`config.mk`:
```
export PLATFORM = sky130hd
export DESIGN_NAME = if_fetch_unit
export DESIGN_NICKNAME = d
export VERILOG_FILES = /design/src/rtl/fetch_pkg.sv /design/src/rtl/if_fetch_unit_if_id_reg.sv /design/src/rtl/if_fetch_unit.sv
export SDC_FILE = /design/constraint.sdc
export NUM_CORES = 1
export LEC_CHECK = 0
export BUFFER_PORTS_ARGS = -buffer_cell sky130_fd_sc_hd__buf_2
export CORE_MARGIN = 2
export CORE_UTILIZATION = 25
export CTS_CLUSTER_DIAMETER = 150
export CTS_CLUSTER_SIZE = 25
export DETAILED_ROUTE_END_ITERATION = 6
export GPL_TIMING_DRIVEN = 0
export SETUP_SLACK_MARGIN = 0.02
export SLEW_MARGIN = 10
export SYNTH_ARGS = -nofsm -noshare
export SYNTH_HDL_FRONTEND = slang
export SYNTH_HIERARCHICAL = 1
export SYNTH_SLANG_ARGS = --single-unit
```
`constraint.sdc`:
```
create_clock -name clk -period 2.2 [get_ports clk]
set_clock_uncertainty 0.15 [all_clocks]
set_input_delay 0.22 -clock clk [delete_from_list [all_inputs] [get_ports clk]]
set_output_delay 0.22 -clock clk [all_outputs]
set_load 0.01 [all_outputs]
```
`src/rtl/fetch_pkg.sv`:
```
// Shared types and constants for the instruction-fetch stage.
//   fetch_state_e : fetch FSM states
//   if_id_t       : IF/ID pipeline register payload
//   align_word()  : clears the byte-offset bits of an address
package fetch_pkg;

  localparam int unsigned XLEN = 32;

  localparam logic [XLEN-1:0] PC_INC        = 32'd4;
  localparam logic [XLEN-1:0] DEF_RESET_PC  = 32'h0000_0000;
  localparam logic [XLEN-1:0] DEF_NOP_INSTR = 32'h0000_0000;

  typedef enum logic [1:0] {
    IDLE = 2'd0,
    REQ  = 2'd1,
    HOLD = 2'd2,
    DROP = 2'd3
  } fetch_state_e;

  typedef struct packed {
    logic [XLEN-1:0] instr;
    logic [XLEN-1:0] npc;
    logic            valid;
  } if_id_t;

  // Masking (rather than slicing) keeps every address bit in use.
  function automatic logic [XLEN-1:0] align_word(input logic [XLEN-1:0] addr);
    return addr & ~XLEN'(3);
  endfunction

endpackage

```
`src/rtl/if_fetch_unit_if_id_reg.sv`:
```
// IF/ID pipeline register.
//   clk, rst_n            : clock, async active-low reset
//   bubble, hold, load    : update controls, priority bubble > hold > load
//   load_instr, load_npc  : payload captured on load (valid forced to 1)
//   instr, npc, valid     : registered IF/ID contents
// With no control asserted the register takes a bubble.
module if_id_reg
  import fetch_pkg::*;
#(
  parameter logic [XLEN-1:0] NOP_INSTR = DEF_NOP_INSTR
) (
  input  logic            clk,
  input  logic            rst_n,
  input  logic            bubble,
  input  logic            hold,
  input  logic            load,
  input  logic [XLEN-1:0] load_instr,
  input  logic [XLEN-1:0] load_npc,
  output logic [XLEN-1:0] instr,
  output logic [XLEN-1:0] npc,
  output logic            valid
);

  localparam if_id_t BUBBLE = '{instr: NOP_INSTR, npc: XLEN'(0), valid: 1'b0};

  if_id_t q;

  // Register update in priority order.
  always_ff @(posedge clk or negedge rst_n) begin
    if (!rst_n) begin
      q <= BUBBLE;
    end else if (bubble) begin
      q <= BUBBLE;
    end else if (hold) begin
      q <= q;
    end else if (load) begin
      q <= '{instr: load_instr, npc: load_npc, valid: 1'b1};
    end else begin
      q <= BUBBLE;
    end
  end

  assign instr = q.instr;
  assign npc   = q.npc;
  assign valid = q.valid;

endmodule

```
`src/rtl/if_fetch_unit.sv`:
```
// Instruction-fetch stage: owns the PC, drives the instruction-memory
// request handshake, loads IF/ID and applies MEM-stage branch redirects.
//   clk, rst_n                       : clock, async active-low reset
//   PCSrc, branch_target             : taken-branch redirect from MEM
//   stall                            : hazard hold of PC and IF/ID
//   imem_req, imem_addr              : fetch request (registered)
//   imem_ready, imem_rdata           : memory accept / returned instruction
//   if_id_instr, if_id_npc, if_id_valid : IF/ID register
//   flush                            : downstream clear, follows PCSrc directly
//   pc                               : next fetch address (debug)
module if_fetch_unit
  import fetch_pkg::*;
#(
  parameter logic [XLEN-1:0] RESET_PC  = DEF_RESET_PC,
  parameter logic [XLEN-1:0] NOP_INSTR = DEF_NOP_INSTR
) (
  input  logic            clk,
  input  logic            rst_n,
  input  logic            PCSrc,
  input  logic [XLEN-1:0] branch_target,
  input  logic            stall,
  output logic            imem_req,
  output logic [XLEN-1:0] imem_addr,
  input  logic            imem_ready,
  input  logic [XLEN-1:0] imem_rdata,
  output logic [XLEN-1:0] if_id_instr,
  output logic [XLEN-1:0] if_id_npc,
  output logic            if_id_valid,
  output logic            flush,
  output logic [XLEN-1:0] pc
);

  fetch_state_e    state_q, state_nx;
  logic            boot_q;
  logic [XLEN-1:0] pc_q, pc_nx;
  logic [XLEN-1:0] drop_addr_q, drop_addr_nx;
  logic [XLEN-1:0] hbuf_instr_q, hbuf_instr_nx;
  logic [XLEN-1:0] hbuf_npc_q, hbuf_npc_nx;
  logic            imem_req_q, imem_req_nx;
  logic [XLEN-1:0] imem_addr_q, imem_addr_nx;
  logic [XLEN-1:0] pc_inc, tgt;
  logic            ifid_load;
  logic [XLEN-1:0] ifid_instr_d, ifid_npc_d;

  assign pc_inc = pc_q + PC_INC;
  assign tgt    = align_word(branch_target);

  // State, PC, drop address, hold buffer and request outputs.
  // boot_q gives one settling edge in IDLE after reset release.
  always_ff @(posedge clk or negedge rst_n) begin
    if (!rst_n) begin
      state_q      <= IDLE;
      boot_q       <= 1'b0;
      pc_q         <= RESET_PC;
      drop_addr_q  <= XLEN'(0);
      hbuf_instr_q <= XLEN'(0);
      hbuf_npc_q   <= XLEN'(0);
      imem_req_q   <= 1'b0;
      imem_addr_q  <= RESET_PC;
    end else begin
      state_q      <= state_nx;
      boot_q       <= 1'b1;
      pc_q         <= pc_nx;
      drop_addr_q  <= drop_addr_nx;
      hbuf_instr_q <= hbuf_instr_nx;
      hbuf_npc_q   <= hbuf_npc_nx;
      imem_req_q   <= imem_req_nx;
      imem_addr_q  <= imem_addr_nx;
    end
  end

  // Next-state, PC and IF/ID load decisions.
  always_comb begin
    state_nx      = state_q;
    pc_nx         = pc_q;
    drop_addr_nx  = drop_addr_q;
    hbuf_instr_nx = hbuf_instr_q;
    hbuf_npc_nx   = hbuf_npc_q;
    ifid_load     = 1'b0;
    ifid_instr_d  = imem_rdata;
    ifid_npc_d    = pc_inc;

    case (state_q)
      IDLE: begin
        if (boot_q) state_nx = REQ;
        if (PCSrc)  pc_nx    = tgt;
      end
      REQ: begin
        if (imem_ready) begin
          if (PCSrc) begin
            pc_nx = tgt;
          end else if (stall) begin
            hbuf_instr_nx = imem_rdata;
            hbuf_npc_nx   = pc_inc;
            pc_nx         = pc_inc;
            state_nx      = HOLD;
          end else begin
            ifid_load = 1'b1;
            pc_nx     = pc_inc;
          end
        end else if (PCSrc) begin
          // Request cannot be withdrawn: keep presenting the old address.
          drop_addr_nx = pc_q;
          pc_nx        = tgt;
          state_nx     = DROP;
        end
      end
      HOLD: begin
        if (PCSrc) begin
          pc_nx    = tgt;
          state_nx = REQ;
        end else if (!stall) begin
          ifid_load    = 1'b1;
          ifid_instr_d = hbuf_instr_q;
          ifid_npc_d   = hbuf_npc_q;
          state_nx     = REQ;
        end
      end
      DROP: begin
        if (PCSrc)      pc_nx    = tgt;
        if (imem_ready) state_nx = REQ;
      end
      default: state_nx = IDLE;
    endcase

    imem_req_nx  = (state_nx == REQ) || (state_nx == DROP);
    imem_addr_nx = (state_nx == DROP) ? drop_addr_nx : pc_nx;
  end

  // PCSrc bubbles IF/ID even over a stall: the older branch wins.
  if_id_reg #(
    .NOP_INSTR (NOP_INSTR)
  ) u_if_id_reg (
    .clk        (clk),
    .rst_n      (rst_n),
    .bubble     (PCSrc),
    .hold       (stall),
    .load       (ifid_load),
    .load_instr (ifid_instr_d),
    .load_npc   (ifid_npc_d),
    .instr      (if_id_instr),
    .npc        (if_id_npc),
    .valid      (if_id_valid)
  );

  assign imem_req  = imem_req_q;
  assign imem_addr = imem_addr_q;
  assign pc        = pc_q;
  assign flush     = PCSrc;

endmodule

```
## Word level (Yosys, flattened, before mapping)

Cells that the tools add are included.

| operators by class | value |
|---|---|
| bitwise logic cells | 1 |
| equality and inequality tests | 6 |
| muxes and demuxes | 26 |
| reductions and logical operators | 4 |
| add/subtract/negate cells | 1 |

Operators with widths:

| cell | number |
|---|---|
| $mux 32 | 9 |
| $mux 65 | 3 |
| $pmux 32 s2 | 1 |
| $add 32x3->32 const B | 1 |
| $mux 2 | 8 |
| $pmux 2 s4 | 1 |
| $eq 2x2->1 const B | 3 |
| $eq 2x1->1 const B | 2 |
| $reduce_and 4->1 | 1 |
| $mux 1 | 3 |
| $reduce_or 3->1 | 1 |
| $logic_not 2->1 | 1 |
| $ne 2x2->1 const B | 1 |
| $pmux 1 s2 | 1 |
| $logic_or 1x1->1 | 1 |
| $not 1->1 | 1 |

| storage, ports and cells | value |
|---|---|
| word-level logic and storage cells | 49 |
| register bits after elaboration | 229 |
| output and inout bits | 131 |
| bits of input ports | 69 |

## Longest topological paths before layout

| logic depth | value |
|---|---|
| depth after elaboration | 7 |
| gate-level depth with buffers | 9 |
| depth with buffers taken out | 8 |

## Modules after synthesis

Netlist, hierarchy kept.

Modules (own cells, without submodules):

| module | instances | cells an instance | seq. area each (µm²) | area an instance (µm²) |
|---|---|---|---|---|
| if_fetch_unit | 1 | 773 | 4078.9 | 8067.7 |
| if_id_reg | 1 | 156 | 1626.6 | 2474.9 |

## Worst setup path after synthesis

OpenSTA, ideal clock, no wires.

| timing | value |
|---|---|
| path type | register to register |
| start | reg state_q[0] |
| end | reg u_if_id_reg.q, in the netlist u_if_id_reg/instr[30] |
| cell stages (with the launch flop) | 8 |
| data required time | 1928 ps |
| slack | -230 ps |
| data arrival time | 2159 ps |
| path buffers | 2 |
| library setup time | 122 ps |
| clock period less this slack | 2430 ps |
| cell sequence | dfrtp_1 -> inv_1 -> ha_1 -> nand2_1 -> clkbuf_1 -> clkbuf_1 -> mux2_2 -> a32o_1 |

| on the way | value |
|---|---|
| longest elaborated chain between the ends | 5 |
| elaborated cells between the ends (all ways) | 7 |
| classes of those cells | eq/ne (2); mux (5) |

Ends and longest elaborated chain:

| item | RTL line | text |
|---|---|---|
| start: declaration | if_fetch_unit.sv:33 | `fetch_state_e state_q, state_nx;` |
| start signal: assignment | if_fetch_unit.sv:61 | `state_q <= state_nx;` |
| $eq 2x2->1 | if_fetch_unit.sv:83 | `case (state_q)` |
| $mux 32 | if_fetch_unit.sv:83 |  |
| named net ifid_instr_d[30] | if_fetch_unit.sv:43 | `logic [XLEN-1:0] ifid_instr_d, ifid_npc_d;` |
| $mux 65 | if_fetch_unit_if_id_reg.sv:36 | `end else if (load) begin` |
| $mux 65 | if_fetch_unit_if_id_reg.sv:34 | `end else if (hold) begin` |
| $mux 65 | if_fetch_unit_if_id_reg.sv:32 | `end else if (bubble) begin` |
| end signal: assignment | if_fetch_unit_if_id_reg.sv:35 | `q <= q;` |
| end signal: assignment | if_fetch_unit_if_id_reg.sv:37 | `q <= '{instr: load_instr, npc: load_npc, valid: 1'b1};` |
| end: declaration | if_fetch_unit_if_id_reg.sv:26 | `if_id_t q;` |

The timed path passes the listed nets, and every way through them passes these cells. The select of a mux whose other input is x is not followed.
A chain may end at the register's enable or synchronous reset.

## Final worst setup path

| timing | value |
|---|---|
| start | reg state_q[1] |
| end | reg imem_addr_q[25] (netlist: imem_addr[25]) |

| on the way | value |
|---|---|
| elaborated cells between the ends (all ways) | 18 |
| classes of those cells | eq/ne (4); mux (12); reduce/logical (2) |

RTL lines:

| item | RTL line | text |
|---|---|---|
| $eq 2x2->1 / $logic_not 2->1 (equally long branches) | if_fetch_unit.sv:83 |  |
| $reduce_or 3->1 (no source line) | n/a |  |
| $pmux 32 s2 * | if_fetch_unit.sv:83 |  |
| named net pc_nx[25] | if_fetch_unit.sv:35 | `logic [XLEN-1:0] pc_q, pc_nx;` |
| $mux 32 * | if_fetch_unit.sv:127 | `imem_addr_nx = (state_nx == DROP) ? drop_addr_nx : pc_nx;` |
| named net imem_addr_nx[25] | if_fetch_unit.sv:40 | `logic [XLEN-1:0] imem_addr_q, imem_addr_nx;` |
| end signal: assignment | if_fetch_unit.sv:68 | `imem_addr_q <= imem_addr_nx;` |
| end: declaration | if_fetch_unit.sv:40 |  |

Mark *: on every way through the listed nets, which the timed path passes. The rest lies on a longest branch.

==> qor.yml <==
synthesis.area_sq_um: 10500
final.period_utilization_pct: 112
nFillCells: 4076
ff2ff_setup_slack_ps: -270
power.density_nw_per_um2: 897
setup.worst_path.start: "state_q[1]"
cp.arrival_ps: 2700
cts.sinks: 228
ys_types: 54
drc: 0
drt_iter0_markers: 675
cellLeakagePower_nw: 6.83
grt_remaining_overflow: 0
r2r_end: "imem_addr[25]"
worstPathMaxFanout: 4
path_clk_slew_ps: 120
critPathKind: "reg -> reg"
cts_max_level: 1
violations: "negative setup slack"
clockRootBuffer: "clkbuf_16"
layout_min_cycle_time_ps: 2470
final-setup-viol-count: 41
clock_path_buffers: 3
cap_violations: 0
routabilityCongestion: 0.891
vias_per_cell: 4.84
status: "complete, but fails checks"
avgRoutedWirePerCell_um: 19.6
design_area_sq_um: 15000
die_h_um: 209
fin_total_pwr_w: 0.0134
synth_edf_count: 0
yosysTopAreaCell: "dfrtp_1"
synth_area_leaders: "dfrtp_1 (54%), mux2_2 (12%), a32o_1 (6.0%)"
max_freq_ghz: 0.404
clkLatencyLatePin_ps: 500
row_count: 75
cp-start-kind: "register"
peakVddDrop_v: 0.000420
dpl_worst_slack_ps: -726
drtPass1Iterations: 5
r2r-start: "state_q[1]"
grt_pass1_vias: 8761
yosysSeqAreaShare_pct: 54.1
io_pins: 200
cts_tree: "done"
cts_inserted_buffers: 13
whs_ps: 42.3
core_area_sq_um: 41800
dr_total_vias: 8788
syn_area_per_cell_sq_um: 11.3
area_growth_pct: 41.8
dp_hpwl_um: 24600
hold_viol_final: 0
reg2reg_depth: 7
drt_wl_total_um: 35600
dpl-instance-area_sq_um: 12300
postRouteAntennaNets: 0
grt_antenna_before_repair: 1
synth_flop_cell: "dfrtp_1"
die_x_um: 209
netlist.area_leader.share_pct: 54.1
grt_first_pass_wirelength_um: 52800
die-area_sq_um: 43800
portBuffers: 196
ys_warn_count: 6
hold_path_class: "in -> reg"
grtUsageTotal_pct: 15.5
post_route_cells_drive_above_1_share_pct: 44.0
syn_inst: 929
tightest_slew_ps: 690
grt_start_max_net_pins: 90
endpoint_kind: "register"
slew_viol_final: 0
ys_seq_elements: 228
crit_end: "imem_addr[25]"
rsz0062_at_grt: "yes"
syn_nets: 1005
required_ps: 2420
start_util_pct: 25.2
async_flop_share_pct: 100
nets: 1349
setup_slack_ps: -273
slew_headroom_pct: 54.0
routing by layer:
metal	vias up	wire, um	global-route usage (%)
li1	4032	-	-
met1	4407	15700	21.0
met2	293	16700	25.9
met5	-	0	0
met3	56	2130	2.65
met4	0	990	3.47
critical path, cell delays in order (launching register included):
cell     delay [ps]
dfrtp_1         410
inv_2           120
ha_4            170
nand4_1         180
or4_4           490
o31a_1          250
o31a_1          280
mux2_4          290
synthesized netlist by cell type (4+ instances only):
master and count:
nand2_1 94, o31a_1 7, a31oi_1 15, mux2_2 115, and4_1 9, and2_1 5
a21oi_1 36, inv_1 12, nor3_1 24, buf_1 7, nand4_1 13, buf_6 12
dfrtp_1 228, nor2_1 46, nor4_1 14, clkbuf_1 39, nand3_1 11, xnor2_1 29
a32o_1 63, nor2b_1 7, o21ai_0 58, ha_1 7, or3_1 4, buf_2 15
xor2_1 11
worst min-delay path by stage:
| stage | start | to | slack, ps | cells past startpoint |
|---|---|---|---|---|
| 3_3_place_gp | branch_target[19] | pc[19] | 300 | 3 |
| 2_1_floorplan | rst_n | boot_q | -230 | 0 |
| 6_report | branch_target[25] | pc[25] | 40 | 3 |
| 5_1_grt | branch_target[25] | pc[25] | 9 | 3 |
| 3_5_place_dp | rst_n | hbuf_instr_q[22] | 20 | 1 |
| 4_1_cts | branch_target[25] | pc[25] | 8 | 3 |
through the flow:
stage                     setup TNS [ps]  util (%)  instances
after floorplan                     -364         -        929
after global placement           -819340      29.4       1664
after detailed placement          -59250      29.5       1666
after CTS                          -2850      34.6       1796
after global routing               -9700      35.8       1814
final                              -4950      35.8       1814
report_power, final:
group / internal [W] / leakage [nW] / switching [W]
clock: 0.00111 / 0.174 / 0.00149
sequential: 0.00535 / 2.89 / 0.000542
combinational: 0.00244 / 3.77 / 0.00248
logic make-up after synthesis:
logic type	count (synthesis)	synth area share [%]
and+or+nand+nor	250	11.8
DFF	228	54.1
AOI/OAI and AO/OA	193	13.0
muxes	117	12.5
buffers and inverters	93	4.49
xor gates and xnor gates	40	3.32
adders and majority gates	7	0.831
other	1	0.0356
placed cells by master (no fill, tap or decap), types with 5 or more instances in the layout:
cell	count
dfrtp_1	220
buf_2	199
mux2_2	94
nand2_1	90
dlygate4sd3_1	64
a32o_1	63
buf_4	62
o21ai_0	44
nor2_1	42
buf_6	35
a21oi_1	26
mux2_4	21
xnor2_1	20
clkbuf_16	19
clkbuf_1	14
nand4_1	13
nor3_4	12
a31oi_1	12
a21oi_2	10
o21ai_1	10
clkbuf_2	9
nor3_1	9
xnor2_2	9
and4_1	9
inv_1	8
dfrtp_2	8
clkbuf_8	7
nand3_1	7
nor2b_1	7
o21ai_2	7
o31a_1	7
nor4_4	6
xor2_1	6
nor4_1	6
nand3_4	5
xor2_2	5
buf_8	5
registers in the layout, indices dropped and copies added, names as in the netlist:
| register | flops |
|---|---|
| hbuf_instr_q | 32 |
| u_if_id_reg/instr | 32 |
| drop_addr_q | 32 |
| u_if_id_reg/npc | 32 |
| boot_q | 1 |
| pc | 32 |
| state_q | 2 |
| u_if_id_reg/valid | 1 |
| imem_addr | 32 |
| hbuf_npc_q | 32 |
area by class of cell:
type	count	area, sq um	share of cell area, %
Antenna cell	1	2.50	0.0167
Clock inverter	1	30.0	0.201
Buffer	76	709	4.74
Timing Repair Buffer	332	2310	15.4
Tap cell	539	674	4.51
Sequential cell	228	5720	38.2
Inverter	14	57.6	0.385
Clock buffer	15	333	2.23
Multi-Input combinational cell	608	5120	34.3
what timing repair did:
item / 4_1_cts / 5_1_grt
gates cloned: 1 / 3
resized for setup: 168 / 95
hold endpoints to repair: 256 / 0
hold buffers: 64 / 0
pin swaps: 33 / 25
setup endpoints to repair: 196 / 149
buffers inserted: 52 / 15
Note: power is estimated with default switching activity, not from simulation.
